File: config.mk
export PLATFORM = sky130hd
export DESIGN_NAME = activation_unit
export DESIGN_NICKNAME = d
export VERILOG_FILES = /design/src/rtl/activation_pkg.sv /design/src/rtl/activation_lane.sv /design/src/rtl/activation_unit.sv
export SDC_FILE = /design/constraint.sdc
export NUM_CORES = 1
export LEC_CHECK = 0
export ABC_CLOCK_PERIOD_IN_PS = 4180
export CORE_AREA = 8 8 209 211
export DETAILED_ROUTE_END_ITERATION = 16
export DIE_AREA = 0 0 217 219
export PLACE_DENSITY = 0.79
export SYNTH_ARGS = -nofsm -noshare
export SYNTH_HDL_FRONTEND = slang
export SYNTH_HIERARCHICAL = 1
export SYNTH_SLANG_ARGS = --single-unit
File: constraint.sdc
create_clock -name clk -period 4.18 [get_ports clk]
set_clock_uncertainty 0.2 [all_clocks]
set_input_delay 1.254 -clock clk [delete_from_list [all_inputs] [get_ports clk]]
set_output_delay 1.254 -clock clk [all_outputs]
set_load 0.03 [all_outputs]
File: src/rtl/activation_pkg.sv
// Shared types and helpers for the activation unit: activation mode encoding
// and the signed bounds of an OUT_W-bit output.
package activation_pkg;

    typedef enum logic [1:0] {
        MODE_NONE  = 2'd0,
        MODE_RELU  = 2'd1,
        MODE_LEAKY = 2'd2,
        MODE_CLAMP = 2'd3
    } act_mode_e;

    function automatic longint sat_hi(input int w);
        return (longint'(1) <<< (w - 1)) - longint'(1);
    endfunction

    function automatic longint sat_lo(input int w);
        return -(longint'(1) <<< (w - 1));
    endfunction

endpackage

File: src/rtl/activation_lane.sv
// One lane: stage 1 registers the bias-added sum, stage 2 registers the
// activated and saturated result. Both stages load under the shared enable.
module activation_lane
    import activation_pkg::*;
#(
    parameter int IN_W       = 33,
    parameter int B_W        = 17,
    parameter int OUT_W      = 17,
    parameter int LEAK_SHIFT = 3,
    parameter int CLAMP_MAX  = 255
) (
    input  logic                    clk,
    input  logic                    rst,
    input  logic                    en,
    input  logic signed [IN_W-1:0]  acc,
    input  logic signed [B_W-1:0]   bias,
    input  act_mode_e               mode,
    output logic signed [OUT_W-1:0] data,
    output logic                    sat
);

    localparam int SW = IN_W + 1;
    localparam logic signed [SW-1:0] HI   = SW'(sat_hi(OUT_W));
    localparam logic signed [SW-1:0] LO   = SW'(sat_lo(OUT_W));
    localparam logic signed [SW-1:0] CMAX = SW'(CLAMP_MAX);

    logic signed [SW-1:0]    sum;
    logic signed [SW-1:0]    act;
    logic signed [OUT_W-1:0] res;
    logic                    res_sat;

    // One extra bit of headroom means the bias add can never wrap.
    always_ff @(posedge clk or posedge rst) begin
        if (rst) begin
            sum <= '0;
        end else if (en) begin
            sum <= {acc[IN_W-1], acc} + {{(SW-B_W){bias[B_W-1]}}, bias};
        end
    end

    always_comb begin
        act = sum;
        case (mode)
            MODE_NONE:  act = sum;
            MODE_RELU:  act = sum[SW-1] ? '0 : sum;
            MODE_LEAKY: act = sum[SW-1] ? (sum >>> LEAK_SHIFT) : sum;
            MODE_CLAMP: begin
                if (sum[SW-1])      act = '0;
                else if (sum > CMAX) act = CMAX;
                else                 act = sum;
            end
            default:    act = sum;
        endcase
    end

    always_comb begin
        res     = act[OUT_W-1:0];
        res_sat = 1'b0;
        if (act > HI) begin
            res     = HI[OUT_W-1:0];
            res_sat = 1'b1;
        end else if (act < LO) begin
            res     = LO[OUT_W-1:0];
            res_sat = 1'b1;
        end
    end

    always_ff @(posedge clk or posedge rst) begin
        if (rst) begin
            data <= '0;
            sat  <= 1'b0;
        end else if (en) begin
            data <= res;
            sat  <= res_sat;
        end
    end

endmodule

File: src/rtl/activation_unit.sv
// Multi-lane bias-add + activation stage: 2-stage valid/ready pipeline with
// per-beat mode selection and a sticky saturation counter.
module activation_unit
    import activation_pkg::*;
#(
    parameter int LANES      = 4,
    parameter int IN_W       = 33,
    parameter int B_W        = 17,
    parameter int OUT_W      = 17,
    parameter int LEAK_SHIFT = 3,
    parameter int CLAMP_MAX  = 255,
    parameter int CNT_W      = 16
) (
    input  logic                   clk,
    input  logic                   rst,
    input  logic                   in_valid,
    output logic                   in_ready,
    input  logic [LANES*IN_W-1:0]  in_acc,
    input  logic [LANES*B_W-1:0]   in_bias,
    input  logic [1:0]             in_mode,
    input  logic                   in_last,
    output logic                   out_valid,
    input  logic                   out_ready,
    output logic [LANES*OUT_W-1:0] out_data,
    output logic [LANES-1:0]       out_sat,
    output logic                   out_last,
    input  logic                   sat_clr,
    output logic [CNT_W-1:0]       sat_count
);

    // Handshake: a beat moves on a cycle where valid and ready are both high.
    // Both stages advance together whenever the output is free or drained.
    logic      en;
    logic      s1_valid;
    logic      s1_last;
    act_mode_e s1_mode;

    assign en       = out_ready || !out_valid;
    assign in_ready = en;

    always_ff @(posedge clk or posedge rst) begin
        if (rst) begin
            s1_valid  <= 1'b0;
            s1_last   <= 1'b0;
            s1_mode   <= MODE_NONE;
            out_valid <= 1'b0;
            out_last  <= 1'b0;
        end else if (en) begin
            s1_valid  <= in_valid;
            s1_last   <= in_last;
            s1_mode   <= act_mode_e'(in_mode);
            out_valid <= s1_valid;
            out_last  <= s1_last;
        end
    end

    for (genvar i = 0; i < LANES; i++) begin : g_lane
        activation_lane #(
            .IN_W       (IN_W),
            .B_W        (B_W),
            .OUT_W      (OUT_W),
            .LEAK_SHIFT (LEAK_SHIFT),
            .CLAMP_MAX  (CLAMP_MAX)
        ) u_lane (
            .clk  (clk),
            .rst  (rst),
            .en   (en),
            .acc  (in_acc[i*IN_W +: IN_W]),
            .bias (in_bias[i*B_W +: B_W]),
            .mode (s1_mode),
            .data (out_data[i*OUT_W +: OUT_W]),
            .sat  (out_sat[i])
        );
    end

    logic [CNT_W:0] pop;
    logic [CNT_W:0] cnt_sum;

    always_comb begin
        pop = '0;
        for (int i = 0; i < LANES; i++) begin
            pop = pop + (CNT_W+1)'(out_sat[i]);
        end
        cnt_sum = {1'b0, sat_count} + pop;
    end

    // Clear has priority over a same-cycle increment; the count sticks at all-ones.
    always_ff @(posedge clk or posedge rst) begin
        if (rst) begin
            sat_count <= '0;
        end else if (sat_clr) begin
            sat_count <= '0;
        end else if (out_valid && out_ready) begin
            sat_count <= cnt_sum[CNT_W] ? '1 : cnt_sum[CNT_W-1:0];
        end
    end

endmodule

---- Word-level counts from Yosys, hierarchy flattened ----
Index checks and enable logic that the tools add are counted.
word-level totals
  register bits ........................... 230
  output and inout bits ................... 91
  word-level logic and storage cells ...... 85
operators by class
  add/sub/neg operators ................... 8
  magnitude comparators ................... 12
  equality and inequality tests ........... 3
  muxes and demuxes ....................... 39
  reduce and logical (&&, ||, !) cells .... 5
operators with widths
  cell                                                              number
  one-hot mux 34 bit (4 select lines)                               4
  2-to-1 mux 34 bit                                                 8
  2-to-1 mux 33 bit                                                 8
  adder 33 x 17 -> 34 bit                                           4
  greater-than comparator 34 x 17 -> 1 bit (second input constant)  4
  greater-than comparator 34 x 9 -> 1 bit (second input constant)   4
  less-than comparator 34 x 17 -> 1 bit (second input constant)     4
  2-to-1 mux 17 bit                                                 8
  2-to-1 mux 16 bit                                                 3
  adder 16 x 4 -> 17 bit                                            1
  2-to-1 mux 1 bit                                                  8
  adder 3 x 1 -> 4 bit                                              1
  equality test 2 bit (second input constant)                       2
  adder 2 x 1 -> 3 bit                                              1
  adder 1 x 1 -> 2 bit                                              1
  equality test 2 x 1 -> 1 bit (second input constant)              1
  logical NOT 2 bit                                                 1
  nonzero test 2 bit                                                1
  logical AND 1 bit                                                 1
  logical NOT 1 bit                                                 1
  logical OR 1 bit                                                  1

---- Logic depth before layout (Yosys ltp) ----
Gate-level depths: netlist of the first run.
  depth after elaboration ................. 7
  depth in mapped cells ................... 11
  gate-level depth less buffers ........... 11

---- Hierarchy ----
Netlist of the first run, hierarchy kept.
by module, submodules not included
  module           times used  cells an instance  area an instance (um2)  seq. area each (um2)
  activation_lane  4           480                4179.0                  1301.2
  activation_unit  1           110                1219.9                  550.5

---- Least setup slack after synthesis of the first run ----
No wires, ideal clock.
  kind .................................... input to register
  from .................................... input in_acc[0]
  to ...................................... register g_lane[0].u_lane.sum[28]
  data arrival time ....................... 3.512 ns
  data required time ...................... 3.855 ns
  slack ................................... 0.343 ns
  stages .................................. 11
  path through ............................ ha_1 > inv_1 > fa_1 > nand2b_1 > a21o_1 > a31o_2 > a21o_1 > a21o_1 > o311ai_2 > xor2_1 > mux2_2
on the way
  cells in the longest elaborated chain, start to end .. 1
RTL lines
  item                     RTL line               text
  from (decl)              activation_unit.sv:18  input logic [LANES*IN_W-1:0] in_acc,
  adder 33 x 17 -> 34 bit  activation_lane.sv:37  sum <= {acc[IN_W-1], acc} + {{(SW-B_W){bias[B_W-1]}}, bias};
  to (signal assigned)     activation_lane.sv:37
  to (decl)                activation_lane.sv:27  logic signed [SW-1:0] sum;
Every way passes these cells.
A chain may end at the register's enable or synchronous reset.

---- Worst setup path after layout of the first run ----
  from .................................... input in_acc[66]
  to ...................................... register g_lane[2].u_lane.sum[30]
on the way
  cells in the longest elaborated chain, start to end .. 1
RTL lines
  item                     RTL line
  adder 33 x 17 -> 34 bit  activation_lane.sv:37
  to (signal assigned)     activation_lane.sv:37
  to (decl)                activation_lane.sv:27
Every way passes these cells.

==> results of run 1 <==
-- cell families (layout without fill, tap and decap cells) --
kind of cell,after synthesis,in the layout,synth area share (%)
buf+inv,167,518,3.551
compound gates,684,684,27.17
mux,86,86,5.337
fa+ha+maj,140,140,10.06
simple gates,633,633,17.40
xor+xnor,90,90,4.395
flops,230,230,32.09
-- sequential cells by signal, indices dropped and copies added, names as in the netlist --
name                flops
g_lane.u_lane/sum     136
g_lane.u_lane/data     68
sat_count              16
g_lane.u_lane/sat       4
s1_mode                 2
out_last                1
out_valid               1
s1_last                 1
s1_valid                1
-- layer usage --
| layer | part of all wire, % | vias to the layer above | global-route usage [%] |
|---|---|---|---|
| met4 | 2.2 | 0 | 5.298 |
| met3 | 6.1 | 99 | 3.800 |
| met1 | 44 | 8364 | 29.03 |
| met2 | 48 | 595 | 37.42 |
| li1 | - | 8330 | - |
| met5 | 0 | - | 0 |
-- worst reg2reg max path: cells and delay by family (launching register included) --
kind	cells	cell delay, ns
buffers and inverters	1	0.18
flip-flops	1	0.88
AO/OA/AOI/OAI	5	0.90
AND/OR/NAND/NOR	3	1.05
-- per-stage QoR --
stage	util (%)	std cells	hold slack, ns
2_1_floorplan	-	2030	0.2305
5_1_grt	56.65	2913	0.3079
6_report	56.65	2913	0.2628
4_1_cts	56.65	2913	0.2649
3_3_place_gp	54.39	2868	0.2477
3_5_place_dp	54.39	2868	0.2598
-- area by class of cell --
cell class                 count  area share, %
clock buffer                  35          3.261
timing repair buffer         381          15.92
sequential                   230          25.18
multi-input combinational   1633          50.50
tap                          532          2.911
inverter                      92          1.510
clock inverter                10         0.7168
-- layout by cell type (no fill, tap or decap), types with 22 or more instances in the layout --
| master | netlist | layout |
|---|---|---|
| xor2_1 | 25 | 25 |
| nor4_1 | 24 | 24 |
| mux2_2 | 77 | 77 |
| a21oi_1 | 168 | 168 |
| nand4_1 | 41 | 41 |
| dfrtp_1 | 230 | 228 |
| nand2_1 | 221 | 221 |
| a221o_1 | 32 | 32 |
| ha_1 | 133 | 133 |
| a211oi_1 | 29 | 29 |
| buf_4 | 0 | 81 |
| nor3_1 | 36 | 36 |
| clkbuf_16 | 0 | 27 |
| nor2b_1 | 25 | 25 |
| inv_1 | 88 | 84 |
| o21ai_0 | 64 | 64 |
| clkdlybuf4s50_1 | 0 | 297 |
| nand2b_1 | 22 | 22 |
| or3_1 | 24 | 24 |
| o211ai_1 | 24 | 24 |
| xnor2_1 | 65 | 65 |
| nand3_1 | 46 | 46 |
| nor2_1 | 130 | 130 |
| a31oi_1 | 45 | 45 |
| a22o_1 | 28 | 28 |
| a21o_1 | 84 | 84 |
-- report_power, final --
| group | internal [mW] | switching (mW) |
|---|---|---|
| Combinational | 1.82 | 2.16 |
| Clock | 1.50 | 0.936 |
| Sequential | 2.81 | 0.702 |
-- worst paths after layout --
check                           start                        to  slack (ns)  depth (start not counted)
max                        in_acc[66]  g_lane[2].u_lane/sum[30]        0.29                         13
min                          s1_valid                 out_valid        0.26                          1
max reg2reg                s1_mode[1]  g_lane[3].u_lane/data[9]        0.81                          9
min reg2reg                  s1_valid                 out_valid        0.26                          1
max in group asynchronous         rst                s1_mode[1]        1.64                          2
min in group asynchronous         rst      g_lane[0].u_lane/sat        1.30                          2
==> flow_metrics.tcl, run 1 <==
set metrics [dict create \
    endpoint_kind "register" \
    worstSetupPathType "input pin to register" \
    slew_headroom_pct 36.75 \
    start_util_pct 44.43 \
    grt.overflow.total 0 \
    finalSetupViolCount 0 \
    synth-edff-count 0 \
    drtIter0Drc 1187 \
    syn_inst 2030 \
    min_path_type "register to register" \
    nNetsFinal 2713 \
    crit_top_cell "a21o_1" \
    synth_nets 2378 \
    dieWidth_um 217 \
    vias_per_cell 5.969 \
    clk_pin_slew_ns 0.06 \
    leakage_nw 9.635 \
    start_kind "input pin" \
    placed_cell_area_um2 21960 \
    die_h_um 219 \
    synthToLayoutAreaGrowth_pct 27.49 \
    required_ns 4.39 \
    yosysMostFrequentCell "dfrtp_1" \
    design_area_um2 22870 \
    pin_count 299 \
    drive_gt1_share_pct 10.54 \
    synth_top_flop_cell "dfrtp_1" \
    yosys_register_bits 230 \
    worst_slew_pin_slew_ns 0.9477 \
    cts_tree "done" \
    cp_top_family "compound AO/OA/AOI/OAI gates" \
    multi_input_area_um2 11550 \
    pre_cts_slack_ns -0.2513 \
    post-cts-setup-buffers 0 \
    vias 17390 \
    cts.sinks 230 \
    hold_viol 0 \
    diodes 0 \
    outcome "finished clean" \
    insertion_delay_ns 0.53 \
    syn_area_per_cell_um2 8.835 \
    rows 74 \
    htree_levels 1 \
    netlist-cell-type-count 75 \
    max-cap-violations 0 \
    max_stage_delay_ns 0.46 \
    crit_arrival_ns 4.10 \
    power_density_nw_per_um2 434.3 \
    grt_usage_pct 22.06 \
    ctsRootBufferMaster "clkbuf_16" \
    antenna_found_initial 0 \
    cts_made_buffers 27 \
    grt_pass1_vias 17370 \
    wirelength_um 54790 \
    grt_pass1_wl_um 88840 \
    async_flop_share_pct 100.0 \
    regArea_um2 5758 \
    setup_tns_ns 0 \
    ctsLongestPathBuffers 3 \
    fill_cells 3591 \
    synth_top_area_cell "dfrtp_1" \
    ant_nets 0 \
    synth_area_um2 17940 \
    synth_area_leaders "dfrtp_1 32%, ha_1 9.3%, mux2_2 4.8%, a21oi_1 4.7%, nand2_1 4.6%" \
    finalWorstSetupSlack_ns 0.2882 \
    ctsHoldBuffers 0 \
    die_area_um2 47520 \
    cts.repair.resized 0 \
    core_um2 40370 \
    wl_per_cell_um 18.81 \
    ir_drop_uv 191.1 \
    worst-path-buf-inv 3 \
    fin_crit_ns 3.892 \
    grt_start_max_net_pins 60 \
    slew_viol_final 0 \
    dp_hpwl_um 42290 \
    gp_congestion 0.9067 \
    period_share_pct 93.10 \
    first_pass_iters 5 \
    total_power_mw 9.931 \
    synth_warnings 6 \
    crit_slowest_cell "clkdlybuf4s50_1" \
    path_cells "clkdlybuf4s50_1, ha_1, inv_1, fa_1, nand2b_1, a21o_1, a31o_2, a21o_1, a21o_1, o311ai_2, buf_4, a21oi_1, o311ai_1" \
    rsz0062_at_grt "false" \
    fmax_mhz 257.0 \
    cp_max_fo 5 \
    yosysTopAreaCellShare_pct 32.09 \
    port_buffers 298 \
    synth_common_cells "230 x dfrtp_1, 221 x nand2_1, 168 x a21oi_1" \
    drc_errors 0 \
    ys_seq_area_share_pct 32.09 \
]
No activity file was read; power rests on OpenSTA's default activity.
==> run 2: changes to the inputs <==
--- a/config.mk
+++ b/config.mk
@@ -5,7 +5,7 @@
 export SDC_FILE = /design/constraint.sdc
 export NUM_CORES = 1
 export LEC_CHECK = 0
-export ABC_CLOCK_PERIOD_IN_PS = 4180
+export ABC_CLOCK_PERIOD_IN_PS = 5010
 export CORE_AREA = 8 8 209 211
 export DETAILED_ROUTE_END_ITERATION = 16
 export DIE_AREA = 0 0 217 219
==> constraint.sdc (replaced) <==
create_clock -name clk -period 5.01 [get_ports clk]
set_clock_uncertainty 0.2 [all_clocks]
set_input_delay 1.503 -clock clk [delete_from_list [all_inputs] [get_ports clk]]
set_output_delay 1.503 -clock clk [all_outputs]
set_load 0.03 [all_outputs]
==> flow_metrics.tcl, run 2 (synthesized netlist as in run 1, its figures left out) <==
set metrics [dict create \
    outcome "finished clean" \
    wl_met2_um 25500 \
    required_ns 5.22 \
    clk_pin_slew_ns 0.06 \
    fin_crit_ns 4.389 \
    rows 74 \
    core_um2 40370 \
    antenna_found_initial 0 \
    grt_usage_pct 21.45 \
    met3WireLength_um 3175 \
    fill_cells 3603 \
    cts.repair.resized 0 \
    die_h_um 219 \
    top_regs "g_lane.u_lane/sum x136, g_lane.u_lane/data x68, sat_count x16" \
    power_density_nw_per_um2 365.8 \
    fmax_mhz 227.8 \
    start_util_pct 44.43 \
    endpoint_kind "register" \
    cp_max_fo 5 \
    grt_pass1_vias 17080 \
    vias_per_cell 6.019 \
    dieWidth_um 217 \
    regArea_um2 5758 \
    drtIter0Drc 1341 \
    die_area_um2 47520 \
    post-cts-setup-buffers 0 \
    pin_count 299 \
    pre_cts_slack_ns 0.08201 \
    worst_slew_pin_slew_ns 1.109 \
    finalWorstSetupSlack_ns 0.6211 \
    max-cap-violations 0 \
    ant_nets 0 \
    power.share.combinational_pct 39.5 \
    switching_share_pct 38.33 \
    htree_levels 1 \
    slew_headroom_pct 26.07 \
    hold_viol 0 \
    crit_slowest_cell "clkdlybuf4s50_1" \
    vias 17150 \
    insertion_delay_ns 0.54 \
    port_buffers 298 \
    drc_errors 0 \
    grt.overflow.total 0 \
    clkPwrFrac_pct 24.7 \
    cp_top_family "compound AO/OA/AOI/OAI gates" \
    ir_drop_uv 212.3 \
    worstSetupPathType "input pin to register" \
    wirelength_um 53340 \
    worst-path-buf-inv 2 \
    cts.sinks 230 \
    drive_gt1_share_pct 8.074 \
    cts_made_buffers 27 \
    pwr-share-seq_pct 35.8 \
    min_path_type "register to register" \
    dp_hpwl_um 40590 \
    wl_met1_um 23550 \
    crit_arrival_ns 4.60 \
    ctsRootBufferMaster "clkbuf_16" \
    max_stage_delay_ns 0.49 \
    path_cells "clkdlybuf4s50_1, ha_1, inv_1, fa_1, nand2b_1, a21o_1, a31o_2, a21o_1, a21o_1, o311ai_2, xor2_1, mux2_2" \
    power.switching_mw 3.131 \
    setup_tns_ns 0 \
    nNetsFinal 2646 \
    grt_pass1_wl_um 87060 \
    period_share_pct 87.60 \
    crit_top_cell "a21o_1" \
    largest_reg_flops 136 \
    wl_per_cell_um 18.72 \
    start_kind "input pin" \
    grt_start_max_net_pins 77 \
    finalSetupViolCount 0 \
    internal_power_mw 5.038 \
    slew_viol_final 0 \
    cts_tree "done" \
    ctsHoldBuffers 0 \
    rsz0062_at_grt "false" \
    ctsLongestPathBuffers 3 \
    leakage_nw 9.302 \
    multi_input_area_um2 11550 \
    final_cell_mix "297 x clkdlybuf4s50_1, 228 x dfrtp_1, 221 x nand2_1" \
    first_pass_iters 6 \
    top_register "g_lane.u_lane/sum" \
    top_layer "met4" \
    synthToLayoutAreaGrowth_pct 24.51 \
    layout_commonest_cell "clkdlybuf4s50_1" \
    gp_congestion 0.8927 \
]
==> run 2: changes by cell type in the layout (fill, tap and decap cells not counted) <==
cell / change
buf_12: -3
buf_4: -64
clkbuf_1: -1
clkbuf_8: -1
clkinv_2: +3
clkinvlp_4: +1
diode_2: +1
inv_6: +1
inv_8: -1
==> run 2: per-stage QoR <==
stage / instance area (µm²) / utilization [%] / cells / total power [mW] / hold WS [ns]
global placement: 21420 / 53.05 / 2801 / 6.069 / 0.2543
CTS: 22330 / 55.31 / 2848 / 8.206 / 0.2695
global route: 22330 / 55.31 / 2848 / 8.639 / 0.2921
detailed placement: 21420 / 53.05 / 2801 / 6.152 / 0.2561
floorplan: 17940 / - / 2030 / 4.928 / 0.2305
finish: 22330 / 55.32 / 2849 / 8.169 / 0.2687
==> run 2: path summary, 6_finish.rpt <==
kind | startpoint | to | slack (ns) | cells past startpoint
setup / recovery | in_acc[66] | g_lane[2].u_lane/sum[28] | 0.62 | 12
hold / removal | s1_valid | out_valid | 0.27 | 1
setup reg to reg | s1_mode[1] | g_lane[0].u_lane/data[9] | 1.31 | 9
hold reg to reg | s1_valid | out_valid | 0.27 | 1
max in group asynchronous | rst | g_lane[2].u_lane/data[16] | 2.24 | 2
min in group asynchronous | rst | s1_last | 1.61 | 2
==> run 2: power groups by stage <==
stage / Clock [mW] / Sequential (mW) / Combinational, mW
after detailed placement: 0 / 2.94 / 3.22
after floorplan: 0 / 3.12 / 1.81
final: 2.02 / 2.92 / 3.23
after CTS: 2.06 / 2.91 / 3.23
after global routing: 2.14 / 2.99 / 3.51
after global placement: 0 / 2.93 / 3.14
==> run 2: area by class of cell <==
class / count / share of cell area [%]
Clock buffer: 33 / 3.261
Tap cell: 532 / 2.981
Clock inverter: 14 / 0.8236
Sequential cell: 230 / 25.78
Inverter: 92 / 1.546
Timing Repair Buffer: 314 / 13.88
Multi-Input combinational cell: 1633 / 51.71
Antenna cell: 1 / 0.01121
==> run 2: routing by layer <==
| layer | vias up | global-route usage (%) |
|---|---|---|
| li1 | 8211 | - |
| met1 | 8232 | 28.29 |
| met2 | 628 | 36.48 |
| met3 | 77 | 3.511 |
| met4 | 0 | 5.117 |
| met5 | - | 0 |
